$ cat src/rtl/encoder_16_to_4_seq.sv
// Sequential 16-to-4 encoder: accepts a multi-hot vector and emits the index of
// every set bit, one per handshaked beat, flagging the final beat with o_last.
module encoder_16_to_4_seq #(
  parameter bit ORDER = 1'b0
) (
  input  logic        i_clk,
  input  logic        i_rst_n,
  input  logic        i_e,
  input  logic        i_in_valid,
  output logic        o_in_ready,
  input  logic [15:0] i_d,
  output logic        o_out_valid,
  input  logic        i_out_ready,
  output logic [3:0]  o_a,
  output logic        o_last,
  output logic        o_zero
);

  typedef enum logic {IDLE, SCAN} state_t;

  state_t      r_state, w_state_n;
  logic [15:0] r_pend, w_pend_n;
  logic        r_zflag, w_zflag_n;

  logic [3:0]  w_idx;
  logic        w_onehot, w_last, w_scan, w_fire, w_acc;

  // Later matches win, so the loop direction selects lowest vs highest set bit.
  always_comb begin
    w_idx = '0;
    if (ORDER == 1'b0) begin
      for (int i = 15; i >= 0; i--) if (r_pend[i]) w_idx = 4'(i);
    end else begin
      for (int i = 0; i < 16; i++) if (r_pend[i]) w_idx = 4'(i);
    end
  end

  assign w_onehot = (r_pend != '0) && ((r_pend & (r_pend - 16'd1)) == '0);
  assign w_scan   = i_rst_n && (r_state == SCAN);
  assign w_last   = w_onehot || r_zflag;

  assign o_out_valid = w_scan && i_e;
  assign o_a         = w_scan ? w_idx : '0;
  assign o_last      = w_scan && w_last;
  assign o_zero      = w_scan && r_zflag;

  assign w_fire     = o_out_valid && i_out_ready;
  // out_ready feeds in_ready directly so a new vector can land on the final beat.
  assign o_in_ready = i_e && i_rst_n && ((r_state == IDLE) || (w_fire && w_last));
  assign w_acc      = i_in_valid && o_in_ready;

  always_comb begin
    w_state_n = r_state;
    w_pend_n  = r_pend;
    w_zflag_n = r_zflag;
    if (w_fire) begin
      w_pend_n = r_pend & ~(16'd1 << w_idx);
      if (w_last) w_state_n = IDLE;
    end
    if (w_acc) begin
      w_pend_n  = i_d;
      w_zflag_n = (i_d == '0);
      w_state_n = SCAN;
    end
  end

  always_ff @(posedge i_clk) begin
    if (!i_rst_n) begin
      r_state <= IDLE;
      r_pend  <= '0;
      r_zflag <= 1'b0;
    end else begin
      r_state <= w_state_n;
      r_pend  <= w_pend_n;
      r_zflag <= w_zflag_n;
    end
  end

endmodule

$ cat config.mk
export PLATFORM = sky130hd
export DESIGN_NAME = encoder_16_to_4_seq
export DESIGN_NICKNAME = d
export VERILOG_FILES = /design/src/rtl/encoder_16_to_4_seq.sv
export SDC_FILE = /design/constraint.sdc
export NUM_CORES = 1
export LEC_CHECK = 0
export ABC_AREA = 1
export BUFFER_PORTS_ARGS = -buffer_cell sky130_fd_sc_hd__buf_2
export CORE_MARGIN = 8
export CORE_UTILIZATION = 58
export DETAILED_ROUTE_END_ITERATION = 16
export PLACE_DENSITY = 0.95
export SKIP_LAST_GASP = 1
export SYNTH_ARGS = -nofsm -noshare
export SYNTH_HDL_FRONTEND = slang
export SYNTH_SLANG_ARGS = --single-unit
$ cat constraint.sdc
create_clock -name i_clk -period 5.1 [get_ports i_clk]
set_input_delay 1.02 -clock i_clk [delete_from_list [all_inputs] [get_ports i_clk]]
set_output_delay 1.02 -clock i_clk [all_outputs]
set_load 0.01 [all_outputs]
[Yosys cells after proc, flatten, opt, wreduce, memory -nomap -nowiden]
Index checks and enable logic that the tools add are counted.
W data, S select, Z words.
Cells by class
  $add $sub $neg: 1
  shift-type cells: 1
  muxes and demuxes: 22
  bitwise logic cells: 4
  reduce and logical (&&, ||, !) cells: 18
Operators with widths (number)
  $mux W4: 17
  $and A16 B16 Y16: 2
  $logic_not A16 Y1: 2
  $mux W16: 2
  $not A16 Y16: 1
  $reduce_bool A16 Y1: 1
  $shl A1 B4 Y16 const A: 1
  $sub A16 B1 Y16 const B: 1
  $logic_and A1 B1 Y1: 10
  $reduce_bool A2 Y1: 2
  $mux W1: 3
  $logic_or A1 B1 Y1: 2
  $reduce_and A2 Y1: 1
  $not A1 Y1: 1
Storage, ports and cells
  register bits: 18
  input bits: 21
  output and inout bits: 8
  logic and storage cells: 49

[Longest topological paths before layout]
Gate-level depths: netlist of the first run.
  word-level depth: 21
  depth in mapped cells: 18

[Worst setup path after synthesis of the first run]
OpenSTA, ideal clock, no wires.
  path kind: input-to-output
  start point: input i_e
  end point: output o_in_ready
  arrival: 1.846 ns
  path slack: 2.234 ns
  stages on the path: 6
  path buffers: 0
  path through: nand2_1 -> nor2_1 -> nand2_1 -> inv_1 -> nand2_4 -> a21oi_1
On the way
  longest elaborated chain between the ends: 5
  elaborated cells on any way between the ends: 6
  those cells by class: reduce/logical (6)
Ends and longest elaborated chain
  start: declaration: line 8  | input logic i_e,
  $logic_and A1 B1 Y1: line 42  | assign o_out_valid = w_scan && i_e;
  named net o_out_valid: line 12  | output logic o_out_valid,
  $logic_and A1 B1 Y1: line 47  | assign w_fire = o_out_valid && i_out_ready;
  $logic_and A1 B1 Y1: line 49  | assign o_in_ready = i_e && i_rst_n && ((r_state == IDLE) || (w_fire && w_last));
  $logic_or A1 B1 Y1: line 49
  $logic_and A1 B1 Y1: line 49
  end: declaration: line 10  | output logic o_in_ready,
The timed path passes the listed nets, and every way through them passes these cells.

[Worst setup path after layout of the first run]
  start point: input i_rst_n
  end point: output o_in_ready
On the way
  longest elaborated chain between the ends: 6
  elaborated cells on any way between the ends: 7
  those cells by class: reduce/logical (7)
Ends and longest elaborated chain
  start: declaration: line 7  | input logic i_rst_n,
  $logic_and A1 B1 Y1: line 39  | assign w_scan = i_rst_n && (r_state == SCAN);
  $logic_and A1 B1 Y1: line 42
  $logic_and A1 B1 Y1: line 47
  $logic_and A1 B1 Y1: line 49
  $logic_or A1 B1 Y1: line 49
  $logic_and A1 B1 Y1 *: line 49
Every way passes the cells marked *; elsewhere a longest branch is shown, timed or not.

==> impl_metrics.tcl, run 1 <==
set metrics [dict create \
    numCtsBuffers 3 \
    synth_top_cell_area_share 0.262 \
    synth_edf_count 0 \
    rows 17 \
    postCtsHoldBufs 0 \
    netlist_top_cells_count "nand2_1, inv_1, a21oi_1" \
    worstSetupPathType "in -> out" \
    yosys-top-cells-area "dfxtp_1, nand2_1, a21oi_1" \
    clock-root-buffer "clkbuf_4" \
    ir_worst_vdd_mv 0.158 \
    yosysTopAreaCell "dfxtp_1" \
    ys_async_sr_fraction 0 \
    fmax_mhz 320 \
    cts_tree "done" \
    area_delta_synth_final_pct 13.5 \
    pin_count 29 \
    grt_max_degree 27 \
    period_share 0.612 \
    path_cells "buf_2 -> nand2_1 -> nor2_1 -> nand2_1 -> inv_1 -> nand2_4 -> a21oi_1 -> buf_2" \
    antenna_left 0 \
    seqPwrFrac 0.451 \
    initial_core_util 0.617 \
    worstPathArrival_ns 2.10 \
    p_int_mw 0.221 \
    dieArea_um2 4190 \
    tightest_slew_ns 0.706 \
    synth-seq-area-share 0.262 \
    worstPathMaxFanout 12 \
    hold_viol_final 0 \
    antenna-diode-count 0 \
    drt_iter0_drc 67 \
    clk_path_buf_depth 2 \
    place_congestion 0.905 \
    setup-violations-final 0 \
    dp_hpwl_mm 2.92 \
    nFillCells 206 \
    hold_class "reg -> reg" \
    fin_skew_ns 0.00445 \
    whs_ns 0.493 \
    antenna_found_initial 0 \
    synth_most_common_cell "nand2_1" \
    p_switching_mw 0.112 \
    rsz0062_at_grt "false" \
    finalSetupTns_ns 0 \
    critical_path.startpoint_type "primary input" \
    yosysUniqueCellTypes 26 \
    wl_per_cell_um 12.5 \
    status "complete, no violations" \
    grt_usage 0.180 \
    syn-cell-area_um2 1380 \
    cts.sinks 18 \
    clockPowerShare 0.263 \
    first_global_vias 1486 \
    clk_pin_slew_ns 0.10 \
    synthFlopType "dfxtp_1" \
    dr_total_vias 1602 \
    powerDensity_nw_per_um2 213 \
    cts_setup_buffers 0 \
    syn_area_per_cell_um2 5.89 \
    timing.final.crit_period_ns 3.12 \
    port_buffers 28 \
    nets 284 \
    htree_levels 1 \
    maxCapViolCount 0 \
    pwr-share-comb 0.285 \
    drive_above_1_share 0.172 \
    swShare 0.336 \
    drcViolationCount 0 \
    grt_remaining_overflow 0 \
    die_w_um 64.7 \
    finalPower_mw 0.333 \
    grt_pass1_wl_mm 6.22 \
    postSynthCellCount 234 \
    cts_resized 0 \
    syn-num-nets 255 \
    core-area_um2 2230 \
    vias_per_cell 5.52 \
    synth_seq_cells 18 \
    relSlewSlack 0.527 \
    worstPathRequired_ns 4.08 \
    drt-pass1-iter-count 4 \
    cpPeakStageDelay_ns 0.19 \
    timing.critical_path.slowest_stage_cell "buf_2" \
    slew_violations 0 \
    p_leak_nw 0.811 \
    die_h_um 64.7 \
    wl_mm 3.61 \
    clk_latency_ns 0.29 \
    critPathCaptureType "output pin" \
    ys_warn_count 0 \
]
==> power groups by stage <==
stage / clock (mW) / sequential (mW) / combinational [mW]
floorplan: 0 / 0.152 / 0.0698
global placement: 0 / 0.153 / 0.0922
detailed placement: 0 / 0.153 / 0.0940
CTS: 0.0892 / 0.150 / 0.0944
global route: 0.0945 / 0.151 / 0.106
finish: 0.0877 / 0.150 / 0.0951
==> sequential cells by signal, indices dropped and copies added, names as in the netlist <==
register	flops
r_pend	16
r_state	1
r_zflag	1
==> final cells by class <==
| type | instances | area (um^2) | share of cell area |
|---|---|---|---|
| clock buffer | 4 | 36.3 | 0.0232 |
| sequential | 18 | 360 | 0.230 |
| tap | 28 | 35.0 | 0.0224 |
| inverter | 33 | 124 | 0.0792 |
| timing repair buffer | 28 | 140 | 0.0896 |
| multi-input combinational | 179 | 868 | 0.555 |
==> kinds of logic (layout without fill, tap and decap cells) <==
logic type,count (synthesis),in the layout,synth area share
simple gates,134,134,0.464
compound gates,45,45,0.166
buf+inv,37,65,0.108
flops,18,18,0.262
==> path summary, 6_finish.rpt <==
check | from | endpoint | slack, ns | depth (start not counted)
max | i_rst_n | o_in_ready | 1.98 | 8
min | r_zflag$_SDFFE_PN0P_ | r_zflag$_SDFFE_PN0P_ | 0.49 | 2
min reg2reg | r_zflag$_SDFFE_PN0P_ | r_zflag$_SDFFE_PN0P_ | 0.49 | 2
max reg2reg | r_pend[6]$_SDFFE_PN0P_ | r_zflag$_SDFFE_PN0P_ | 2.86 | 14
==> routing by layer <==
layer / part of all wire / vias to the layer above / track usage
met5: 0 / - / 0
met4: 0.027 / 0 / 0.0899
met3: 0.084 / 12 / 0.0412
met2: 0.45 / 65 / 0.281
met1: 0.44 / 707 / 0.226
li1: - / 818 / -
==> metrics by stage <==
| stage | setup WS, ns | std cells | util | area, um^2 |
|---|---|---|---|---|
| 5_1_grt | 1.80 | 290 | 0.700 | 1560 |
| 3_5_place_dp | 1.99 | 286 | 0.684 | 1530 |
| 6_report | 1.98 | 290 | 0.700 | 1560 |
| 3_3_place_gp | 2.06 | 286 | 0.684 | 1530 |
| 2_1_floorplan | 2.23 | 234 | - | 1380 |
| 4_1_cts | 1.98 | 290 | 0.700 | 1560 |
==> cell usage in the layout (no fill, tap or decap), types with 3 or more instances in the layout <==
cell type and count:
nand2_1 77, inv_1 29, buf_2 28, a21oi_1 23
nor2_1 21, dfxtp_1 18, o21ai_0 11, nand4_1 10
o21ai_1 9, nand3_1 8, nor4_1 4, clkbuf_4 3
==> critical path: cells and delay by family <==
family / cells / cell delay, ns
compound gates: 1 / 0.17
simple gates: 4 / 0.43
buf+inv: 3 / 0.49
(Power assumes the default switching activity.)
==> inputs of run 2 (changes only) <==
Settings changed: ABC_AREA 1 to 0, CORE_UTILIZATION 58 to 54, PLACE_DENSITY 0.95 to 0.9.
Clock period 5.1 ns to 3.2 ns, I/O delays scaled along.
==> impl_metrics.tcl, run 2 <==
set metrics [dict create \
    status "complete, no violations" \
    powerDensity_nw_per_um2 396 \
    wl_mm 3.70 \
    hold_class "reg -> reg" \
    dr_total_vias 1371 \
    slew_violations 0 \
    initial_core_util 0.563 \
    clk_pin_slew_ns 0.11 \
    grt_max_degree 23 \
    period_share 0.961 \
    rows 18 \
    yosys-top-cells-area "dfxtp_1, o311a_1, mux2_2" \
    synth_top_cell_area_share 0.263 \
    synthMuxAreaShare 0.149 \
    drt_iter0_drc 71 \
    dp_hpwl_mm 2.83 \
    vias_per_cell 6.56 \
    synth_adder_area_share 0.00731 \
    hold_viol_final 0 \
    clk_latency_ns 0.31 \
    largest_reg_flops 16 \
    synth-seq-area-share 0.263 \
    rsz0062_at_grt "false" \
    regMostFlops "r_pend" \
    biggestRegsByFlops "r_pend (16), r_state (1), r_zflag (1)" \
    ys_async_sr_fraction 0 \
    port_buffers 28 \
    ys_warn_count 0 \
    tightest_slew_ns 0.797 \
    drcViolationCount 0 \
    drt-pass1-iter-count 4 \
    drive_above_1_share 0.391 \
    fmax_mhz 325 \
    synth_top_family_by_area "compound AO/OA/AOI/OAI gates" \
    die_w_um 66.4 \
    grt_usage 0.167 \
    syn_area_per_cell_um2 9.01 \
    nFillCells 199 \
    yosys.area_share.xor_xnor 0 \
    synth_most_common_cell "dfxtp_1" \
    htree_levels 1 \
    relSlewSlack 0.464 \
    critical_path.startpoint_type "register" \
    cts_tree "done" \
    synthFlopType "dfxtp_1" \
    worstPathArrival_ns 2.44 \
    fin_skew_ns 0.00314 \
    wl_per_cell_um 17.7 \
    cts.sinks 18 \
    syn-num-nets 173 \
    nets 201 \
    yosysUniqueCellTypes 43 \
    area_delta_synth_final_pct 16.2 \
    netlist_top_cells_count "dfxtp_1, nor2_1, nand2_1, nor4_1" \
    final_common_cell "buf_2" \
    p_leak_nw 0.689 \
    mostFrequentLayoutCells "buf_2, nor2_1, dfxtp_1" \
    dieArea_um2 4400 \
    grt_remaining_overflow 0 \
    postSynthCellCount 152 \
    antenna-diode-count 0 \
    pin_count 29 \
    maxCapViolCount 0 \
    finalSetupTns_ns 0 \
    worstPathRequired_ns 2.56 \
    ir_worst_vdd_mv 0.349 \
    timing.final.crit_period_ns 3.08 \
    yosysTopAreaCell "dfxtp_1" \
    worstSetupPathType "reg -> out" \
    die_h_um 66.4 \
    yosys.area_share.simple 0.255 \
    place_congestion 0.972 \
    numCtsBuffers 3 \
    clock-root-buffer "clkbuf_4" \
    antenna_left 0 \
    clk_path_buf_depth 2 \
    postCtsHoldBufs 0 \
    synth_seq_cells 18 \
    critPathCaptureType "output pin" \
    setup-violations-final 0 \
    syn-cell-area_um2 1370 \
    antenna_found_initial 0 \
    synth_compound_area_frac 0.266 \
    synth_edf_count 0 \
    core-area_um2 2430 \
    first_global_vias 1263 \
    grt_pass1_wl_mm 5.89 \
    whs_ns 0.527 \
    worstPathMaxFanout 7 \
]
==> run 2: critical path: stages (launching register included) <==
cell	delay (ns)
dfxtp_4	0.39
or4_4	0.57
nor2_4	0.17
o21ai_2	0.09
a2111oi_4	0.45
nand3_1	0.15
a21oi_1	0.16
buf_2	0.15
==> run 2: power by group <==
part | internal [mW] | total, mW | switching, mW
Clock | 0.0696 | 0.146 | 0.0767
Combinational | 0.103 | 0.220 | 0.117
Sequential | 0.238 | 0.263 | 0.0256
==> run 2: kinds of logic (layout without fill, tap and decap cells) <==
family	after synthesis	in the layout
muxes	17	17
DFF	18	18
buffers and inverters	17	44
and+or+nand+nor	61	61
AOI/OAI and AO/OA	38	38
adders and majority gates	1	1
==> run 2: cell type report <==
type / instances / area (um^2) / share of cell area
clock buffer: 4 / 36.3 / 0.0228
multi-input combinational: 117 / 945 / 0.594
inverter: 8 / 30.0 / 0.0189
timing repair buffer: 32 / 170 / 0.107
tap: 30 / 37.5 / 0.0236
sequential: 18 / 373 / 0.234
==> run 2: per-layer routing <==
layer | up-vias | GRT usage | share of wire
met5 | - | 0 | 0
met4 | 0 | 0.0693 | 0.0081
met3 | 4 | 0.0271 | 0.056
met2 | 53 | 0.273 | 0.49
met1 | 662 | 0.210 | 0.44
li1 | 652 | - | -
==> run 2: worst paths after layout <==
path / startpoint / endpoint / slack [ns] / cells after the start
worst max-delay path: r_pend[4]$_SDFFE_PN0P_ / o_last / 0.12 / 7
worst min-delay path: r_zflag$_SDFFE_PN0P_ / r_zflag$_SDFFE_PN0P_ / 0.53 / 2
worst max register to register: r_pend[0]$_SDFFE_PN0P_ / r_pend[2]$_SDFFE_PN0P_ / 0.55 / 6
worst min register to register: r_zflag$_SDFFE_PN0P_ / r_zflag$_SDFFE_PN0P_ / 0.53 / 2
==> run 2: what timing repair did <==
item | in CTS | in global routing
buffers inserted | 0 | 2
setup endpoints to repair | 0 | 2
gates resized for setup | 0 | 13
endpoints found under the hold margin | 0 | 0
==> run 2: metrics by stage <==
step	power [mW]	worst slack (ns)	cells	cell area, um^2	util
final	0.630	0.124	209	1590	0.654
after global routing	0.655	0.00514	209	1590	0.654
after CTS	0.606	0.0532	207	1550	0.636
after detailed placement	0.467	0.397	203	1510	0.621
after global placement	0.461	0.424	203	1510	0.621
after floorplan	0.419	0.543	152	1370	-
